===== config.mk =====
export PLATFORM = sky130hd
export DESIGN_NAME = vga_timing_gen_flat
export DESIGN_NICKNAME = d
export VERILOG_FILES = /design/src/rtl/vga_timing_gen_if.sv /design/src/rtl/vga_timing_gen.sv /design/src/flat_wrapper.sv
export SDC_FILE = /design/constraint.sdc
export NUM_CORES = 1
export LEC_CHECK = 0
export ABC_AREA = 1
export ABC_CLOCK_PERIOD_IN_PS = 2600
export CORE_MARGIN = 3
export CORE_UTILIZATION = 48
export DETAILED_ROUTE_END_ITERATION = 7
export GPL_ROUTABILITY_DRIVEN = 0
export HOLD_SLACK_MARGIN = 0.08
export PLACE_DENSITY = 0.72
export RECOVER_POWER = 25
export SLEW_MARGIN = 20
export SYNTH_ARGS = -nofsm -noshare
export SYNTH_HDL_FRONTEND = slang
export SYNTH_SLANG_ARGS = --single-unit

===== constraint.sdc =====
create_clock -name clk -period 2.6 [get_ports clk]
set_input_delay 0.52 -clock clk [delete_from_list [all_inputs] [get_ports clk]]
set_output_delay 0.52 -clock clk [all_outputs]
set_load 0.01 [all_outputs]

===== src/rtl/vga_timing_gen_if.sv =====
// -----------------------------------------------------------------------------
// vga_timing_gen_if
// Raster timing bundle produced by vga_timing_gen and consumed by the draw
// stages (star field, object layers).
//
// Parameters:
//   XW : width of pxl_x, must equal $clog2(H_TOTAL) of the generator
//   YW : width of pxl_y, must equal $clog2(V_TOTAL) of the generator
//
// Signals:
//   pxl_en       one-clk pulse per pixel period, coordinates new on this cycle
//   pxl_x/pxl_y  raster coordinates (blanking included)
//   active       visible-area flag aligned with pxl_x/pxl_y
//   hsync/vsync  sync pulses at the generator's SYNC_POL level when asserted
//   frame_start  one-clk pulse with pxl_en when the raster returns to (0,0)
//   tp_red/tp_green/tp_blue  colour-bar test pattern, only when the macro
//                VGA_TIMING_TEST_PATTERN_EN is defined
//
// Modports: master = generator side (drives), slave = draw-stage side (reads).
// -----------------------------------------------------------------------------
interface vga_timing_gen_if #(
    parameter int XW = 10,
    parameter int YW = 10
);
    logic          pxl_en;
    logic [XW-1:0] pxl_x;
    logic [YW-1:0] pxl_y;
    logic          active;
    logic          hsync;
    logic          vsync;
    logic          frame_start;
`ifdef VGA_TIMING_TEST_PATTERN_EN
    logic [3:0]    tp_red;
    logic [3:0]    tp_green;
    logic [3:0]    tp_blue;

    modport master (output pxl_en, pxl_x, pxl_y, active, hsync, vsync,
                    frame_start, tp_red, tp_green, tp_blue);
    modport slave  (input  pxl_en, pxl_x, pxl_y, active, hsync, vsync,
                    frame_start, tp_red, tp_green, tp_blue);
`else
    modport master (output pxl_en, pxl_x, pxl_y, active, hsync, vsync,
                    frame_start);
    modport slave  (input  pxl_en, pxl_x, pxl_y, active, hsync, vsync,
                    frame_start);
`endif
endinterface


===== src/rtl/vga_timing_gen.sv =====
// -----------------------------------------------------------------------------
// vga_timing_gen
// Raster timing source at the head of the video pipeline. Divides the system
// clock down to a pixel enable, runs the horizontal/vertical raster counters
// and decodes active video, sync pulses and a frame-start strobe. All outputs
// are registered and change together on the cycle after the internal tick.
//
// Ports:
//   clk    in   system clock
//   reset  in   asynchronous, active-high reset
//   vid    master modport of vga_timing_gen_if (pxl_en, pxl_x, pxl_y, active,
//          hsync, vsync, frame_start[, tp_red, tp_green, tp_blue])
//
// Optional feature macro: VGA_TIMING_TEST_PATTERN_EN
//   When defined, drives an 8-bar colour test pattern on tp_red/green/blue.
//
// The interface instance must be built with XW=$clog2(H_TOTAL) and
// YW=$clog2(V_TOTAL) for the parameters chosen here.
// -----------------------------------------------------------------------------
module vga_timing_gen #(
    parameter int CLK_DIV  = 2,
    parameter int H_ACTIVE = 640,
    parameter int H_FP     = 16,
    parameter int H_SYNC   = 96,
    parameter int H_BP     = 48,
    parameter int V_ACTIVE = 480,
    parameter int V_FP     = 10,
    parameter int V_SYNC   = 2,
    parameter int V_BP     = 33,
    parameter bit SYNC_POL = 1'b0
) (
    input  logic             clk,
    input  logic             reset,
    vga_timing_gen_if.master vid
);
    localparam int H_TOTAL = H_ACTIVE + H_FP + H_SYNC + H_BP;
    localparam int V_TOTAL = V_ACTIVE + V_FP + V_SYNC + V_BP;
    localparam int XW      = $clog2(H_TOTAL);
    localparam int YW      = $clog2(V_TOTAL);
    localparam int DW      = (CLK_DIV > 1) ? $clog2(CLK_DIV) : 1;

    // Counter-width constants so every compare is width-matched.
    localparam logic [DW-1:0] D_LAST     = DW'(CLK_DIV - 1);
    localparam logic [XW-1:0] H_LAST     = XW'(H_TOTAL - 1);
    localparam logic [XW-1:0] H_ACT_END  = XW'(H_ACTIVE);
    localparam logic [XW-1:0] H_SYNC_BEG = XW'(H_ACTIVE + H_FP);
    localparam logic [XW-1:0] H_SYNC_END = XW'(H_ACTIVE + H_FP + H_SYNC);
    localparam logic [YW-1:0] V_LAST     = YW'(V_TOTAL - 1);
    localparam logic [YW-1:0] V_ACT_END  = YW'(V_ACTIVE);
    localparam logic [YW-1:0] V_SYNC_BEG = YW'(V_ACTIVE + V_FP);
    localparam logic [YW-1:0] V_SYNC_END = YW'(V_ACTIVE + V_FP + V_SYNC);

    if (CLK_DIV < 1 || H_ACTIVE < 1 || H_FP < 1 || H_SYNC < 1 || H_BP < 1 ||
        V_ACTIVE < 1 || V_FP < 1 || V_SYNC < 1 || V_BP < 1) begin : g_bad_params
        $error("vga_timing_gen: CLK_DIV and all active/porch/sync values must be >= 1");
    end

`ifdef VGA_TIMING_TEST_PATTERN_EN
    localparam logic [XW-1:0] BAR_W = XW'(H_ACTIVE / 8);

    if (H_ACTIVE < 8) begin : g_bad_tp
        $error("vga_timing_gen: test pattern needs H_ACTIVE >= 8");
    end
`endif

    // Map a decoded "sync asserted" condition onto the configured pin level.
    function automatic logic sync_level(input logic asserted);
        return asserted ? SYNC_POL : ~SYNC_POL;
    endfunction

    logic [DW-1:0] dcnt_r;
    logic [XW-1:0] hcnt_r;
    logic [YW-1:0] vcnt_r;
    logic          tick_s;
    logic [XW-1:0] hnext_s;
    logic [YW-1:0] vnext_s;
    logic          act_s;
    logic          hs_on_s;
    logic          vs_on_s;
`ifdef VGA_TIMING_TEST_PATTERN_EN
    logic [2:0]    bar_s;
`endif

    assign tick_s    = (dcnt_r == D_LAST);
    // The horizontal counter register is itself the pxl_x output.
    assign vid.pxl_x = hcnt_r;
    assign vid.pxl_y = vcnt_r;

    // Next raster position and its decode; outputs are computed from the
    // post-update counters so they line up with the new coordinates.
    always_comb begin
        hnext_s = hcnt_r;
        vnext_s = vcnt_r;
        if (hcnt_r == H_LAST) begin
            hnext_s = '0;
            if (vcnt_r == V_LAST) begin
                vnext_s = '0;
            end else begin
                vnext_s = vcnt_r + YW'(1);
            end
        end else begin
            hnext_s = hcnt_r + XW'(1);
        end
        act_s   = (hnext_s < H_ACT_END) && (vnext_s < V_ACT_END);
        hs_on_s = (hnext_s >= H_SYNC_BEG) && (hnext_s < H_SYNC_END);
        vs_on_s = (vnext_s >= V_SYNC_BEG) && (vnext_s < V_SYNC_END);
`ifdef VGA_TIMING_TEST_PATTERN_EN
        bar_s   = 3'(hnext_s / BAR_W);
`endif
    end

    // Pixel-period divider: tick on the last system clock of each pixel.
    always_ff @(posedge clk or posedge reset) begin
        if (reset) begin
            dcnt_r <= '0;
        end else if (tick_s) begin
            dcnt_r <= '0;
        end else begin
            dcnt_r <= dcnt_r + DW'(1);
        end
    end

    // Raster counters and registered timing outputs, advanced once per tick.
    always_ff @(posedge clk or posedge reset) begin
        if (reset) begin
            hcnt_r          <= '0;
            vcnt_r          <= '0;
            vid.pxl_en      <= 1'b0;
            vid.active      <= 1'b0;
            vid.hsync       <= ~SYNC_POL;
            vid.vsync       <= ~SYNC_POL;
            vid.frame_start <= 1'b0;
`ifdef VGA_TIMING_TEST_PATTERN_EN
            vid.tp_red      <= 4'h0;
            vid.tp_green    <= 4'h0;
            vid.tp_blue     <= 4'h0;
`endif
        end else if (tick_s) begin
            hcnt_r          <= hnext_s;
            vcnt_r          <= vnext_s;
            vid.pxl_en      <= 1'b1;
            vid.active      <= act_s;
            vid.hsync       <= sync_level(hs_on_s);
            vid.vsync       <= sync_level(vs_on_s);
            // The post-reset (0,0) never passes through here, so the first
            // strobe is the first true wrap of both counters.
            vid.frame_start <= (hnext_s == '0) && (vnext_s == '0);
`ifdef VGA_TIMING_TEST_PATTERN_EN
            vid.tp_red      <= act_s ? {4{bar_s[2]}} : 4'h0;
            vid.tp_green    <= act_s ? {4{bar_s[1]}} : 4'h0;
            vid.tp_blue     <= act_s ? {4{bar_s[0]}} : 4'h0;
`endif
        end else begin
            vid.pxl_en      <= 1'b0;
            vid.frame_start <= 1'b0;
        end
    end
endmodule


===== src/flat_wrapper.sv =====
// flat-port wrapper written by rule: the top's interface ports become plain ports
module vga_timing_gen_flat 
#(
    parameter int CLK_DIV  = 2,
    parameter int H_ACTIVE = 640,
    parameter int H_FP     = 16,
    parameter int H_SYNC   = 96,
    parameter int H_BP     = 48,
    parameter int V_ACTIVE = 480,
    parameter int V_FP     = 10,
    parameter int V_SYNC   = 2,
    parameter int V_BP     = 33,
    parameter bit SYNC_POL = 1'b0
)
  (clk, reset, vid_pxl_en, vid_pxl_x, vid_pxl_y, vid_active, vid_hsync, vid_vsync, vid_frame_start);
  vga_timing_gen_if #(.XW(10), .YW(10)) vid_i ();
  input  logic clk;
  input  logic reset;
  output wire logic [$bits(vid_i.pxl_en)-1:0] vid_pxl_en;
  output wire logic [$bits(vid_i.pxl_x)-1:0] vid_pxl_x;
  output wire logic [$bits(vid_i.pxl_y)-1:0] vid_pxl_y;
  output wire logic [$bits(vid_i.active)-1:0] vid_active;
  output wire logic [$bits(vid_i.hsync)-1:0] vid_hsync;
  output wire logic [$bits(vid_i.vsync)-1:0] vid_vsync;
  output wire logic [$bits(vid_i.frame_start)-1:0] vid_frame_start;
  assign vid_pxl_en = vid_i.pxl_en;
  assign vid_pxl_x = vid_i.pxl_x;
  assign vid_pxl_y = vid_i.pxl_y;
  assign vid_active = vid_i.active;
  assign vid_hsync = vid_i.hsync;
  assign vid_vsync = vid_i.vsync;
  assign vid_frame_start = vid_i.frame_start;
  vga_timing_gen #(.CLK_DIV(CLK_DIV), .H_ACTIVE(H_ACTIVE), .H_FP(H_FP), .H_SYNC(H_SYNC), .H_BP(H_BP), .V_ACTIVE(V_ACTIVE), .V_FP(V_FP), .V_SYNC(V_SYNC), .V_BP(V_BP), .SYNC_POL(SYNC_POL)) u_core (.clk(clk), .reset(reset), .vid(vid_i));
endmodule

* Word level (Yosys, flattened, before mapping)
Cells that the tools add are included.
** Storage, ports and cells
- Bits of input ports :: 2
- Word-level logic and storage cells :: 33
- Flip-flop bits (word level) :: 26
- Output and inout bits :: 25
** Operators by class
- Magnitude comparators :: 6
- Multiplexer cells :: 8
- Add/subtract/negate cells :: 3
- Reduce and logical (&&, ||, !) cells :: 6
- Eq/ne operators :: 2
** Operators by type and width (count)
- 10-bit 2-to-1 mux :: 3
- 10-bit by 1-bit adder with 10-bit output, second input constant :: 2
- 10-bit == test, second input constant :: 2
- 10-bit zero test :: 2
- 10-bit less-than comparator, second input constant :: 2
- 10-bit by 9-bit less-than comparator with 1-bit output, second input constant :: 2
- 10-bit >= comparator, second input constant :: 1
- 10-bit by 9-bit >= comparator with 1-bit output, second input constant :: 1
- 1-bit 2-to-1 mux :: 5
- 1-bit logical AND :: 4
- 1-bit adder, second input constant :: 1

* Longest topological paths before layout
- Depth after elaboration :: 6
- Mapped depth :: 13
- Depth with buffers taken out :: 13

* Worst setup path after synthesis
No wires, ideal clock.
- Path type :: flip-flop to flip-flop
- Start point :: reg u_core.hcnt_r[0] (netlist: u_core.vid.pxl_x[0])
- End point :: reg u_core.vid.active
- Stages on the path, launching flop included :: 12
- Clock period less this slack :: 1720 ps
- Arrival :: 1602 ps
- Path slack :: 880 ps
- Path buffers :: 0
- Required time :: 2482 ps
- Setup time :: 118 ps
- Cell sequence :: dfrtp_1 > ha_1 > nand2_2 > nor2_4 > nand3_2 > nor2_4 > nand2_1 > nand2_2 > nand2_2 > nor2_2 > nand3b_1 > nand2_1
** On the way
- Cells in the longest elaborated chain, start to end :: 4
** Ends and longest elaborated chain
- from (decl) :: RTL line vga_timing_gen.sv:72 : logic [XW-1:0] hcnt_r;
- from (signal assigned) :: RTL line vga_timing_gen.sv:139 : hcnt_r <= hnext_s;
- 10-bit by 1-bit adder with 10-bit output / 10-bit == test (equally long branches) :: RTL line vga_timing_gen.sv:102, vga_timing_gen.sv:94
- 10-bit 2-to-1 mux :: RTL line vga_timing_gen.sv:94 : if (hcnt_r == H_LAST) begin
- 10-bit less-than comparator / 10-bit by 9-bit less-than comparator with 1-bit output (equally long branches) :: RTL line vga_timing_gen.sv:104 : act_s = (hnext_s < H_ACT_END) && (vnext_s < V_ACT_END);
- 1-bit logical AND (*) :: RTL line vga_timing_gen.sv:104
- to (signal assigned) :: RTL line vga_timing_gen.sv:142 : vid.active <= act_s;
- to (decl) :: RTL line vga_timing_gen_if.sv:42 : modport master (output pxl_en, pxl_x, pxl_y, active, hsync, vsync,
Every way passes the cells marked *; elsewhere a longest branch is shown, timed or not.
A chain may end at the register's enable or synchronous reset.

==> out/qor.yml <==
sta:
  min_period_ps: 1970
  slew_headroom: 0.0652
  fin_tns_setup_ps: 0
  hold_violations: 0
  skew_ps: 12.9
  slew_viol_final: 0
  worst_pin_slew_ps: 1400
  hold_ws_ps: 518
  rsz0062_at_grt: "no"
  fmax_mhz: 508
  setup_viol: 0
  fin_crit_sh: 0.757
clock_network:
  postCtsSetupBuffers: 0
  clkLatencyLatePin_ps: 280
  cts_made_buffers: 3
  clock-sinks: 26
  holdBufCountCts: 0
  cts_tree: "built"
  cts_resized: 0
  cts_buffer_depth: 2
  htree_levels: 1
  cts_root_buffer: "clkbuf_8"
  cts.clk_slew.worst_paths_ps: 80
flow_run:
  cap_violations: 0
floorplan:
  dieArea_um2: 4460
  io_pins: 27
  start_util: 0.515
  die_h_um: 66.8
  die_w_um: 66.8
  core_area_um2: 3440
  std_cell_rows: 21
place:
  place_area_um2: 2080
  io_buffers: 26
  hpwl_mm: 3.26
setup_path:
  crit_path_end_kind: "asynchronous set/reset pin"
  cp.arrival_ps: 2120
  critPathKind: "in2async"
  start_kind: "input port"
  cp_data_required_time_ps: 2750
  worstPathMaxFanout: 26
finish:
  diodes: 0
  design_area_um2: 2120
  mostFrequentLayoutCells: "nand2_1 (84), nor2_1 (32), inv_1 (30)"
  syn_to_final_growth_pct: 19.8
  drive_gt1_frac: 0.0764
  nets: 295
  utilization: 0.617
  layout.cells.most_common: "nand2_1"
  fill_cells: 306
yosys:
  synth_nets: 267
  ys_seq_area_frac: 0.369
  synth_top_flop_cell: "dfrtp_1"
  synth_edf_count: 0
  ys_ff_latch: 26
  postSynthCellCount: 261
  synth_warnings: 0
  ys_types: 28
  synth_area_per_cell_um2: 6.79
  synthArstFlopShare: 1.00
  syn-cell-area_um2: 1770
detailed_routing:
  vias: 1712
  firstDrtPassIters: 5
  wl_per_cell_um: 12.8
  drc: 0
  ant_nets: 0
  drtIter0Drc: 138
  via_per_inst: 5.13
  totalWireLength_mm: 4.28
power_and_ir_drop:
  p_leak_uw: 0.000977
  p_int_uw: 515
  switching_share: 0.211
  p_clk_frac: 0.367
  comb_power_share: 0.014
  switchingPower_uw: 137
  vdd_drop_max_mv: 0.292
  p_seq_frac: 0.619
  cellPowerDensity_nw_per_um2: 308
grt:
  grt_pass1_wl_mm: 7.50
  first_global_vias: 1574
  gr-total-overflow: 0
  grt_start_max_net_pins: 27
  track_usage: 0.217
  grt_antenna_before_repair: 0
min_path:
  hp-class: "reg2reg"
status:
  status: "completed"
==> cell families after synthesis <==
logic type      synth area share
buf+inv                   0.0791
simple gates               0.428
fa+ha+maj                 0.0282
xor+xnor                 0.00989
compound gates            0.0862
flops                      0.369
==> synthesized netlist by cell type, types with 2 or more instances <==
master	instances	area share
o21a_1	2	0.0085
nor2_4	3	0.019
o21ai_0	19	0.054
dfrtp_1	24	0.34
nand2_2	5	0.018
nand2_1	84	0.18
nor2_1	32	0.068
dfstp_2	2	0.030
ha_1	4	0.028
clkbuf_1	4	0.0085
nor2_2	3	0.011
clkinv_1	2	0.0042
a31oi_1	2	0.0071
o21ai_2	2	0.0099
nand3b_1	2	0.0085
nand4_1	7	0.025
inv_1	30	0.064
nand3_1	24	0.068
==> layout make-up <==
class                           instances  area (µm²)  share of cell area
Multi-Input combinational cell        198         978               0.461
Sequential cell                        26         653               0.308
Timing Repair Buffer                   28         268               0.126
Inverter                               32         120              0.0566
Tap cell                               46        57.6              0.0271
Clock buffer                            4        45.0              0.0212
==> worst max-delay path, stage by stage <==
cell           delay, ps
dlygate4sd3_1        530
inv_1                 50
clkbuf_1            1010
==> registers in the layout, summed over array words and instances, names as in the netlist <==
register,flops
u_core.vid.frame_start,1
u_core.vid.pxl_y,10
u_core.vid.vsync,1
u_core.vid.active,1
u_core.dcnt_r,1
u_core.vid.pxl_x,10
u_core.vid.hsync,1
u_core.vid.pxl_en,1
==> routing by layer <==
metal / up-vias / share of wire / GRT usage
met4: 0 / 0.0058 / 0.0406
li1: 883 / - / -
met2: 50 / 0.43 / 0.332
met3: 6 / 0.043 / 0.0405
met1: 773 / 0.52 / 0.320
met5: - / 0 / 0
==> power groups by stage <==
| stage | clock [µW] | combinational, µW | sequential [µW] |
|---|---|---|---|
| 6_report | 239 | 9.29 | 404 |
| 4_1_cts | 247 | 11.2 | 404 |
| 3_3_place_gp | 0 | 11.2 | 412 |
| 3_5_place_dp | 0 | 11.2 | 412 |
| 5_1_grt | 260 | 11.4 | 404 |
| 2_1_floorplan | 0 | 5.98 | 412 |
==> final timing paths <==
kind,from,endpoint,slack (ps),depth (start not counted)
worst min-delay path,u_core.vid.active,u_core.vid.active,520,2
worst max register to register,u_core.vid.pxl_x[0],u_core.vid.active,690,9
max in group clk,u_core.vid.pxl_y[4],vid_pxl_y[4],640,1
worst max-delay path,reset,u_core.vid.pxl_x[4],630,3
worst min register to register,u_core.vid.active,u_core.vid.active,520,2
min in group asynchronous,reset,u_core.vid.pxl_y[9],1130,3
==> metrics by stage <==
step,power (µW),worst slack (ps),std cells
after floorplan,418,880,261
after global placement,423,726,330
after detailed placement,423,693,330
after CTS,663,647,334
after global routing,675,284,334
final,653,632,334
No activity file was read; power rests on OpenSTA's default activity.
